===== src/rtl/dp_sram_bist.sv =====
// dp_sram_bist: self-test controller for a dual-port SRAM macro (port A
// write-only, port B read-only). On start it writes a pattern to every
// address, reads each address back, compares the data, counts mismatches
// and reports pass/fail.
// Optional first-error capture ports: define DP_SRAM_BIST_ERRLOG_EN.
module dp_sram_bist #(
  parameter int unsigned ADDR_W = 11,
  parameter int unsigned DATA_W = 32,
  parameter int unsigned DEPTH  = 2048,
  parameter int unsigned RD_LAT = 1,
  parameter logic [31:0] SIG    = 32'hECEB0000
) (
  input  logic              clk,
  input  logic              rst,
  input  logic              start,
  input  logic [1:0]        mode,
  output logic              busy,
  output logic              done,
  output logic              pass,
  output logic [15:0]       err_cnt,
  output logic              sram_cena,
  output logic              sram_wena,
  output logic [ADDR_W-1:0] sram_aa,
  output logic [DATA_W-1:0] sram_da,
  output logic              sram_cenb,
  output logic              sram_wenb,
  output logic [ADDR_W-1:0] sram_ab,
  input  logic [DATA_W-1:0] sram_qb,
  output logic              sram_retn
`ifdef DP_SRAM_BIST_ERRLOG_EN
  ,
  output logic              first_err_vld,
  output logic [ADDR_W-1:0] first_err_addr,
  output logic [DATA_W-1:0] first_err_data
`endif
);

  typedef enum logic [2:0] {
    S_IDLE,
    S_WRITE,
    S_READ,
    S_DRAIN,
    S_DONE
  } state_t;

  localparam logic [ADDR_W-1:0] LAST_ADDR  = ADDR_W'(DEPTH - 1);
  localparam logic [DATA_W-1:0] BASE       = DATA_W'(SIG);
  localparam logic [1:0]        DRAIN_LAST = 2'(RD_LAT - 1);

  state_t            state, state_n;
  logic [1:0]        mode_r, mode_n;
  logic [1:0]        drain_cnt, drain_cnt_n;
  logic              busy_n, done_n, pass_n;
  logic              cena_n, cenb_n;
  logic [ADDR_W-1:0] aa_n, ab_n;
  logic [DATA_W-1:0] da_n;
  logic              clr;

  // Read-compare pipeline: expected word travels alongside the SRAM read.
  logic              pipe_vld [RD_LAT];
  logic [DATA_W-1:0] pipe_exp [RD_LAT];
  logic              mismatch;

  // Expected word for a given mode and address (mode 3 behaves as mode 0).
  function automatic logic [DATA_W-1:0] pattern(input logic [1:0] m,
                                                input logic [ADDR_W-1:0] a);
    logic [DATA_W-1:0] w;
    w = BASE + DATA_W'(a);
    case (m)
      2'd1: w = ~(BASE + DATA_W'(a));
      2'd2: begin
        for (int unsigned i = 0; i < DATA_W; i++) begin
          w[i] = (i[0] == a[0]);
        end
      end
      default: w = BASE + DATA_W'(a);
    endcase
    return w;
  endfunction

  assign sram_wena = 1'b0;
  assign sram_wenb = 1'b1;

  // Next-state and next-output logic; every output is registered below.
  always_comb begin
    state_n     = state;
    mode_n      = mode_r;
    drain_cnt_n = drain_cnt;
    cena_n      = 1'b1;
    cenb_n      = 1'b1;
    aa_n        = sram_aa;
    ab_n        = sram_ab;
    da_n        = sram_da;
    done_n      = done;
    pass_n      = pass;
    clr         = 1'b0;
    case (state)
      S_IDLE: begin
        if (start) begin
          clr     = 1'b1;
          mode_n  = mode;
          done_n  = 1'b0;
          pass_n  = 1'b0;
          state_n = S_WRITE;
          cena_n  = 1'b0;
          aa_n    = '0;
          da_n    = pattern(mode, '0);
        end
      end
      S_WRITE: begin
        if (sram_aa == LAST_ADDR) begin
          state_n = S_READ;
          cenb_n  = 1'b0;
          ab_n    = '0;
        end else begin
          cena_n = 1'b0;
          aa_n   = sram_aa + 1'b1;
          da_n   = pattern(mode_r, sram_aa + 1'b1);
        end
      end
      S_READ: begin
        if (sram_ab == LAST_ADDR) begin
          state_n     = S_DRAIN;
          drain_cnt_n = '0;
        end else begin
          cenb_n = 1'b0;
          ab_n   = sram_ab + 1'b1;
        end
      end
      S_DRAIN: begin
        if (drain_cnt == DRAIN_LAST) begin
          state_n = S_DONE;
        end else begin
          drain_cnt_n = drain_cnt + 2'd1;
        end
      end
      S_DONE: begin
        state_n = S_IDLE;
        done_n  = 1'b1;
        pass_n  = (err_cnt == 16'd0);
      end
      default: state_n = S_IDLE;
    endcase
    // busy stays high through the edge that raises done, dropping one edge later
    busy_n = (state_n != S_IDLE) || (state == S_DONE);
  end

  // State and registered control/SRAM outputs.
  always_ff @(posedge clk) begin
    if (rst) begin
      state     <= S_IDLE;
      mode_r    <= 2'd0;
      drain_cnt <= 2'd0;
      busy      <= 1'b0;
      done      <= 1'b0;
      pass      <= 1'b0;
      sram_cena <= 1'b1;
      sram_cenb <= 1'b1;
      sram_aa   <= '0;
      sram_ab   <= '0;
      sram_da   <= '0;
    end else begin
      state     <= state_n;
      mode_r    <= mode_n;
      drain_cnt <= drain_cnt_n;
      busy      <= busy_n;
      done      <= done_n;
      pass      <= pass_n;
      sram_cena <= cena_n;
      sram_cenb <= cenb_n;
      sram_aa   <= aa_n;
      sram_ab   <= ab_n;
      sram_da   <= da_n;
    end
  end

  // Retention follows reset, one edge late.
  always_ff @(posedge clk) begin
    sram_retn <= ~rst;
  end

  // Valid bits of the compare pipeline, entered with each issued read.
  always_ff @(posedge clk) begin
    if (rst) begin
      for (int unsigned i = 0; i < RD_LAT; i++) begin
        pipe_vld[i] <= 1'b0;
      end
    end else begin
      pipe_vld[0] <= ~cenb_n;
      for (int unsigned i = 1; i < RD_LAT; i++) begin
        pipe_vld[i] <= pipe_vld[i-1];
      end
    end
  end

  // Expected words of the compare pipeline; qualified by the valid bits.
  always_ff @(posedge clk) begin
    pipe_exp[0] <= pattern(mode_r, ab_n);
    for (int unsigned i = 1; i < RD_LAT; i++) begin
      pipe_exp[i] <= pipe_exp[i-1];
    end
  end

  assign mismatch = pipe_vld[RD_LAT-1] && (sram_qb != pipe_exp[RD_LAT-1]);

  // Saturating mismatch counter, cleared by an accepted start.
  always_ff @(posedge clk) begin
    if (rst || clr) begin
      err_cnt <= 16'd0;
    end else if (mismatch && (err_cnt != 16'hFFFF)) begin
      err_cnt <= err_cnt + 16'd1;
    end
  end

`ifdef DP_SRAM_BIST_ERRLOG_EN
  logic [ADDR_W-1:0] pipe_addr [RD_LAT];

  // Address of each read travels with its expected word for the error log.
  always_ff @(posedge clk) begin
    pipe_addr[0] <= ab_n;
    for (int unsigned i = 1; i < RD_LAT; i++) begin
      pipe_addr[i] <= pipe_addr[i-1];
    end
  end

  // Capture address and data of the first mismatch of a run only.
  always_ff @(posedge clk) begin
    if (rst || clr) begin
      first_err_vld  <= 1'b0;
      first_err_addr <= '0;
      first_err_data <= '0;
    end else if (mismatch && !first_err_vld) begin
      first_err_vld  <= 1'b1;
      first_err_addr <= pipe_addr[RD_LAT-1];
      first_err_data <= sram_qb;
    end
  end
`endif

endmodule

===== config.mk =====
export PLATFORM = sky130hd
export DESIGN_NAME = dp_sram_bist
export DESIGN_NICKNAME = d
export VERILOG_FILES = /design/src/rtl/dp_sram_bist.sv
export SDC_FILE = /design/constraint.sdc
export NUM_CORES = 1
export LEC_CHECK = 0
export ABC_AREA = 1
export BUFFER_PORTS_ARGS = -buffer_cell sky130_fd_sc_hd__buf_2
export CAP_MARGIN = 0
export CORE_UTILIZATION = 53
export DETAILED_ROUTE_END_ITERATION = 10
export GPL_ROUTABILITY_DRIVEN = 1
export PLACE_DENSITY = 0.79
export SYNTH_ARGS = -nofsm -noshare
export SYNTH_HDL_FRONTEND = slang
export SYNTH_SLANG_ARGS = --single-unit
export TNS_END_PERCENT = 20

===== constraint.sdc =====
create_clock -name clk -period 2.55 [get_ports clk]
set_clock_uncertainty 0.2 [all_clocks]
set_input_delay 0.51 -clock clk [delete_from_list [all_inputs] [get_ports clk]]
set_output_delay 0.51 -clock clk [all_outputs]
set_load 0.1 [all_outputs]

==> impl_metrics.json, run 1 <==
{
  "drcViolationCount": 0,
  "fin_nets": 845,
  "cts_root_buf": "clkbuf_8",
  "status": "complete, no violations",
  "period_needed_ns": 2.178,
  "tightest_slew_ns": 0.6604,
  "clock.fmax_mhz": 459.0,
  "synth-seq-area-share": 0.3485,
  "reg2reg_depth": 6,
  "post_cts_buffers": 0,
  "ctsHoldBuffers": 0,
  "slowest_stage": "ha_1",
  "grt_pass1_vias": 4361,
  "die_w_microns": 96.28,
  "viasPerCell": 5.294,
  "timing.final.crit_share": 0.8543,
  "gp_congestion": 0.9338,
  "synth_top_cell_area_share": 0.3485,
  "crit_chain": "inv_1 > ha_1 > inv_1 > a21oi_1 > o21ai_0 > a21oi_1",
  "grt_max_degree": 26,
  "cp.required_ns": 2.65,
  "cts_buffer_depth": 2,
  "drt_iter0_drc": 308,
  "htree_levels": 3,
  "cts.sinks": 82,
  "critPathMaxStageDelay_ns": 0.53,
  "syn_inst": 710,
  "setup.worst_path.start_class": "register",
  "utilization": 0.6262,
  "min_path_cells": 3,
  "routedWlPerCell_microns": 13.09,
  "hold_path.class": "in2reg",
  "grt_usage": 0.2665,
  "hold_violations": 0,
  "synth-edff-count": 0,
  "antenna_found_initial": 0,
  "area_growth_pct": 15.35,
  "cts_buffers": 9,
  "path_depth": 6,
  "cts.reportedPaths.clkPinSlew_ns": 0.09,
  "overflow": 0,
  "cts.repair.resized": 0,
  "drv_slew": 0,
  "relSlewSlack": 0.5591,
  "yosysWarnings": 0,
  "synth_area_leaders": "dfxtp_1 (35%), nand2_1 (17%), a21oi_1 (5.9%), inv_1 (5.7%), o21ai_0 (4.7%)",
  "coreArea_sq_um": 8678,
  "synth.cell_area_sq_um": 4711,
  "finalSetupViolations": 0,
  "start_util": 0.5428,
  "final_cell_mix": "nand2_1 (210), buf_2 (112), dfxtp_1 (76)",
  "layout-drive-gt1-share": 0.2077,
  "p_leak_nw": 2.543,
  "cap_violations": 0,
  "num_vias": 4828,
  "synth-main-ff-cell": "dfxtp_1",
  "power_w": 0.003206,
  "wirelength_microns": 11940,
  "cts_tree": "done",
  "dr.pass1.iters": 5,
  "io_pins": 115,
  "syn_area_per_cell_sq_um": 6.635,
  "dieArea_sq_um": 9269,
  "rsz0062_at_grt": "no",
  "max-vdd-ir-drop_mv": 0.7217,
  "worstSetupPathType": "reg2reg",
  "diodes": 0,
  "ys_ff_latch": 82,
  "die_y_microns": 96.28,
  "postRouteAntennaNets": 0,
  "async_reset_ff_frac": 0,
  "synth.distinct_cells": 39,
  "grt_pass1_wl_microns": 19200,
  "crit_family": "compound AO/OA/AOI/OAI gates",
  "portBuffers": 112,
  "final_common_cell": "nand2_1",
  "std_cell_rows": 34,
  "path_max_fanout": 16,
  "synth_top_area_cell": "dfxtp_1",
  "insertion_delay_ns": 0.36,
  "dp_hpwl_microns": 8975,
  "powerDensity_nw_per_um2": 590.1,
  "finalSetupTns_ns": 0,
  "endpoint_kind": "register",
  "syn_nets": 756,
  "crit_arrival_ns": 2.28,
  "critical_path_buf_inv_count": 2
}
## flip-flops by register name, indices dropped and copies added (netlist names), 2 cells and up
name	cells
sram_aa	11
sram_da	15
err_cnt	16
state	3
mode_r	2
sram_ab	11
drain_cnt	2
pipe_exp	15
## Yosys cell counts (2+ instances only)
master    count
conb_1        2
nand3_2       4
clkbuf_1     15
dfxtp_1      82
nor4_1        3
xnor2_1      13
nor3_1       11
nand2_1     210
buf_1         2
o21ai_0      44
a21oi_1      56
nand2_2       4
inv_1        71
nand3_1      35
buf_2         5
nor2_1       57
o211ai_1      4
nor2_2        4
xor2_1       14
nand4_1      25
nor3_4        2
ha_1          9
buf_4        20
inv_2         3
## area by class of cell
cell class / count / area, sq um
Clock buffer: 9 / 123.9
Clock inverter: 7 / 78.83
Inverter: 74 / 277.8
Tap cell: 108 / 135.1
Multi-Input combinational cell: 511 / 2541
Sequential cell: 82 / 1649
Fill cell: 866 / 3244
Timing Repair Buffer: 121 / 628.1
## metrics by stage
step	setup WS, ns	hold slack (ns)	instances	cell area [sq um]
floorplan	0.04108	0.2514	710	4718
global placement	0.3703	0.2614	896	5231
detailed placement	0.3448	0.2775	896	5231
CTS	0.4038	0.2564	912	5434
global route	0.2137	0.2620	912	5434
finish	0.3716	0.2673	912	5434
## worst min-delay path, cell delays in order
cell     delay, ns
buf_2         0.10
o21ai_0       0.08
a21oi_1       0.10
## path summary, 6_finish.rpt
check	startpoint	end	slack (ns)
max	mode_r[1]	sram_da[0]	0.37
min	mode[1]	mode_r[1]	0.27
max reg2reg	mode_r[1]	sram_da[0]	0.37
min reg2reg	sram_aa[10]	sram_aa[10]	0.28
## per-layer routing
metal | GRT usage | share of wire | up-vias
met5 | 0 | 0 | -
met4 | 0.1157 | 0.031 | 0
met3 | 0.05608 | 0.076 | 30
met2 | 0.4480 | 0.46 | 195
met1 | 0.3269 | 0.43 | 2151
li1 | - | - | 2452
## cell families (layout without fill, tap and decap cells)
kind of cell / count (synthesis) / in the layout / share of synthesized area
xor gates and xnor gates: 27 / 27 / 0.05020
DFF: 82 / 82 / 0.3485
AOI/OAI and AO/OA: 110 / 110 / 0.1222
and+or+nand+nor: 363 / 363 / 0.3416
buffers and inverters: 117 / 211 / 0.1121
other: 2 / 2 / 0.001594
adders and majority gates: 9 / 9 / 0.02390
## power breakdown
part / switching [W] / internal (W) / total [W]
clock network: 0.000496 / 0.000458 / 0.000954
logic: 0.000716 / 0.000159 / 0.000874
registers: 0.0000393 / 0.00134 / 0.00138
total: 0.00125 / 0.00196 / 0.00321
Note: power is estimated with default switching activity, not from simulation.
==> run 2, diff against run 1 <==
--- a/config.mk
+++ b/config.mk
@@ -5,13 +5,12 @@
 export SDC_FILE = /design/constraint.sdc
 export NUM_CORES = 1
 export LEC_CHECK = 0
-export ABC_AREA = 1
 export BUFFER_PORTS_ARGS = -buffer_cell sky130_fd_sc_hd__buf_2
 export CAP_MARGIN = 0
 export CORE_UTILIZATION = 53
 export DETAILED_ROUTE_END_ITERATION = 10
 export GPL_ROUTABILITY_DRIVEN = 1
-export PLACE_DENSITY = 0.79
+export PLACE_DENSITY = 0.8
 export SYNTH_ARGS = -nofsm -noshare
 export SYNTH_HDL_FRONTEND = slang
 export SYNTH_SLANG_ARGS = --single-unit
==> run 2 against run 1 <==
Count of clock-buffer cells in the layout grew 2; sequential share of layout area up 1.5 points; highest routed layer unchanged; global-route usage down 0.34 points; first-iteration DRC count is 11% lower; power decreased by 0.56%; largest power group unchanged; final cell count down 19%.
==> impl_metrics.json, run 2 <==
{
  "crit_family": "simple AND/OR/NAND/NOR gates",
  "endpoint_kind": "register",
  "hold_end": "mode_r[1]",
  "synth-edff-count": 0,
  "num_vias": 4355,
  "postRouteAntennaNets": 0,
  "cts.sinks": 82,
  "relSlewSlack": 0.4850,
  "finalSetupTns_ns": 0,
  "slowest_stage": "or3_1",
  "async_reset_ff_frac": 0,
  "synth_area_leaders": "dfxtp_1 (37%), nor2_1 (4.8%), nand2_1 (4.2%), buf_4 (3.6%), a21oi_1 (3.4%)",
  "diodes": 0,
  "drv_slew": 0,
  "die_w_microns": 93.51,
  "rr_startpoint": "sram_aa[0]",
  "overflow": 0,
  "final_common_cell": "buf_2",
  "crit_arrival_ns": 2.50,
  "finalSetupViolations": 0,
  "postLayoutCellArea_sq_um": 5299,
  "cts.reportedPaths.clkPinSlew_ns": 0.08,
  "r2r-end": "sram_da[6]",
  "period_needed_ns": 2.405,
  "yosysWarnings": 0,
  "dp_hpwl_microns": 8360,
  "cts_buffer_depth": 2,
  "io_pins": 115,
  "grt_usage": 0.2630,
  "setup.worst_path.start_class": "register",
  "crit_chain": "ha_1 > nand3_1 > or3_1 > and2_1 > a221oi_1 > o22ai_1 > nor2_1",
  "min_path_cells": 3,
  "drcViolationCount": 0,
  "dieArea_sq_um": 8743,
  "largestRegisters": "err_cnt x16, pipe_exp x15, sram_da x15",
  "coreArea_sq_um": 8175,
  "antenna_found_initial": 0,
  "final_cell_mix": "buf_2 (112), nor2_1 (56), dfxtp_1 (52)",
  "grt_pass1_wl_microns": 18140,
  "tightest_slew_ns": 0.7617,
  "fillers": 692,
  "status": "complete, no violations",
  "fin_nets": 677,
  "htree_levels": 3,
  "die_y_microns": 93.51,
  "path_max_fanout": 12,
  "synth.distinct_cells": 65,
  "routedWlPerCell_microns": 15.26,
  "insertion_delay_ns": 0.35,
  "syn_area_per_cell_sq_um": 8.326,
  "rsz0062_at_grt": "no",
  "powerDensity_nw_per_um2": 601.7,
  "syn_nets": 579,
  "synth_commonest_cells": "dfxtp_1 (82), nor2_1 (57), nand2_1 (50), a21oi_1 (30), nand3_1 (24)",
  "worst_slack_ns": 0.1451,
  "p_leak_nw": 2.333,
  "hold_violations": 0,
  "start_util": 0.5429,
  "cts_tree": "done",
  "synth.cell_area_sq_um": 4438,
  "synth_top_cell_area_share": 0.3699,
  "grt_pass1_vias": 3895,
  "rrSetupSlack_ns": 0.15,
  "wirelength_microns": 11290,
  "dpl_worst_slack_ns": 0.009096,
  "dr.pass1.iters": 5,
  "largest_reg_flops": 16,
  "post_cts_buffers": 0,
  "hold_path.class": "in2reg",
  "portBuffers": 112,
  "critPathMaxStageDelay_ns": 0.46,
  "worstSetupPathType": "reg2reg",
  "grt_max_degree": 30,
  "post_dp_cell_area_sq_um": 5080,
  "synth_top_area_cell": "dfxtp_1",
  "drt_iter0_drc": 274,
  "synth-main-ff-cell": "dfxtp_1",
  "clock.fmax_mhz": 415.8,
  "area_growth_pct": 19.40,
  "ys_ff_latch": 82,
  "viasPerCell": 5.885,
  "regMostFlops": "err_cnt",
  "max-vdd-ir-drop_mv": 0.4845,
  "timing.final.crit_share": 0.9431,
  "syn_inst": 533,
  "hold_start": "mode[1]",
  "synth-seq-area-share": 0.3699,
  "cts_root_buf": "clkbuf_8",
  "gp_congestion": 0.8866,
  "cts_buffers": 9,
  "std_cell_rows": 33,
  "layout-drive-gt1-share": 0.3181,
  "utilization": 0.6481,
  "cap_violations": 0,
  "reg2reg_depth": 7,
  "cp.required_ns": 2.64,
  "yosysMostFrequentCell": "dfxtp_1",
  "critical_path_buf_inv_count": 0
}
-- run 2: cell types whose count changed after synthesis, moves of 9 or more --
cell	before	now
or4_1	0	10
nand3_1	35	24
o21ai_0	44	23
nand2_1	210	50
or3_1	0	10
mux2i_1	0	14
xnor2_1	13	4
a21oi_1	56	30
inv_1	71	13
-- run 2: stage by stage --
| stage | hold WS (ns) | total power, W | instances |
|---|---|---|---|
| 3_3_place_gp | 0.2556 | 0.002206 | 725 |
| 3_5_place_dp | 0.2715 | 0.002216 | 725 |
| 5_1_grt | 0.2353 | 0.003288 | 740 |
| 2_1_floorplan | 0.2479 | 0.002095 | 533 |
| 6_report | 0.2209 | 0.003188 | 740 |
| 4_1_cts | 0.2134 | 0.003197 | 740 |
-- run 2: logic make-up (layout without fill, tap and decap cells) --
group,Yosys count,count (layout),synth area share
and+or+nand+nor,231,231,0.2783
AOI/OAI and AO/OA,116,116,0.1816
DFF,82,82,0.3699
buffers and inverters,58,160,0.06963
xor gates and xnor gates,20,20,0.03947
muxes,15,15,0.03411
adders and majority gates,9,9,0.02537
other,2,2,0.001692
-- run 2: layer usage --
layer  part of all wire  routed length [microns]  GRT usage  up-vias
li1                   -                        -          -     2141
met1               0.43                     4909     0.3434     2008
met2               0.48                     5393     0.4412      186
met3              0.072                      812    0.03821       20
met4              0.016                      176    0.09359        0
met5                  0                        0          0        -
-- run 2: how the worst max path moves through the flow --
stage / depth (start not counted) / from / end / slack (ns)
2_1_floorplan: 7 / sram_ab[0] / pipe_exp[0][3] / 0.06
4_1_cts: 7 / sram_aa[0] / sram_da[6] / 0.19
3_3_place_gp: 8 / sram_qb[11] / err_cnt[3] / 0.04
5_1_grt: 7 / sram_aa[0] / pipe_exp[0][28] / 0.03
3_5_place_dp: 8 / sram_qb[11] / err_cnt[3] / 0.009
6_report: 7 / sram_aa[0] / sram_da[6] / 0.15
-- run 2: power breakdown --
part	internal, W	leakage (nW)	switching (W)
Sequential	0.00132	0.683	0.0000377
Clock	0.000532	0.110	0.000465
Combinational	0.000159	1.54	0.000670
-- run 2: layout make-up --
class	count	area [sq um]	share of cell area
tap	105	131.4	0.02479
timing repair buffer	132	723.2	0.1365
inverter	13	48.80	0.009209
clock inverter	4	48.80	0.009209
multi-input combinational	393	2495	0.4708
sequential	82	1689	0.3188
clock buffer	11	162.7	0.03070
-- run 2: repair_timing --
action	4_1_cts	5_1_grt
endpoints found under the setup margin	0	5
resized for setup	0	2
hold buffers	0	0
-- run 2: worst reg2reg max path, cell delays in order (launching register included) --
cell and delay, ns:
dfxtp_4 0.42, ha_1 0.26, nand3_1 0.30, or3_1 0.46, and2_1 0.19, a221oi_1 0.31
o22ai_1 0.10, nor2_1 0.10
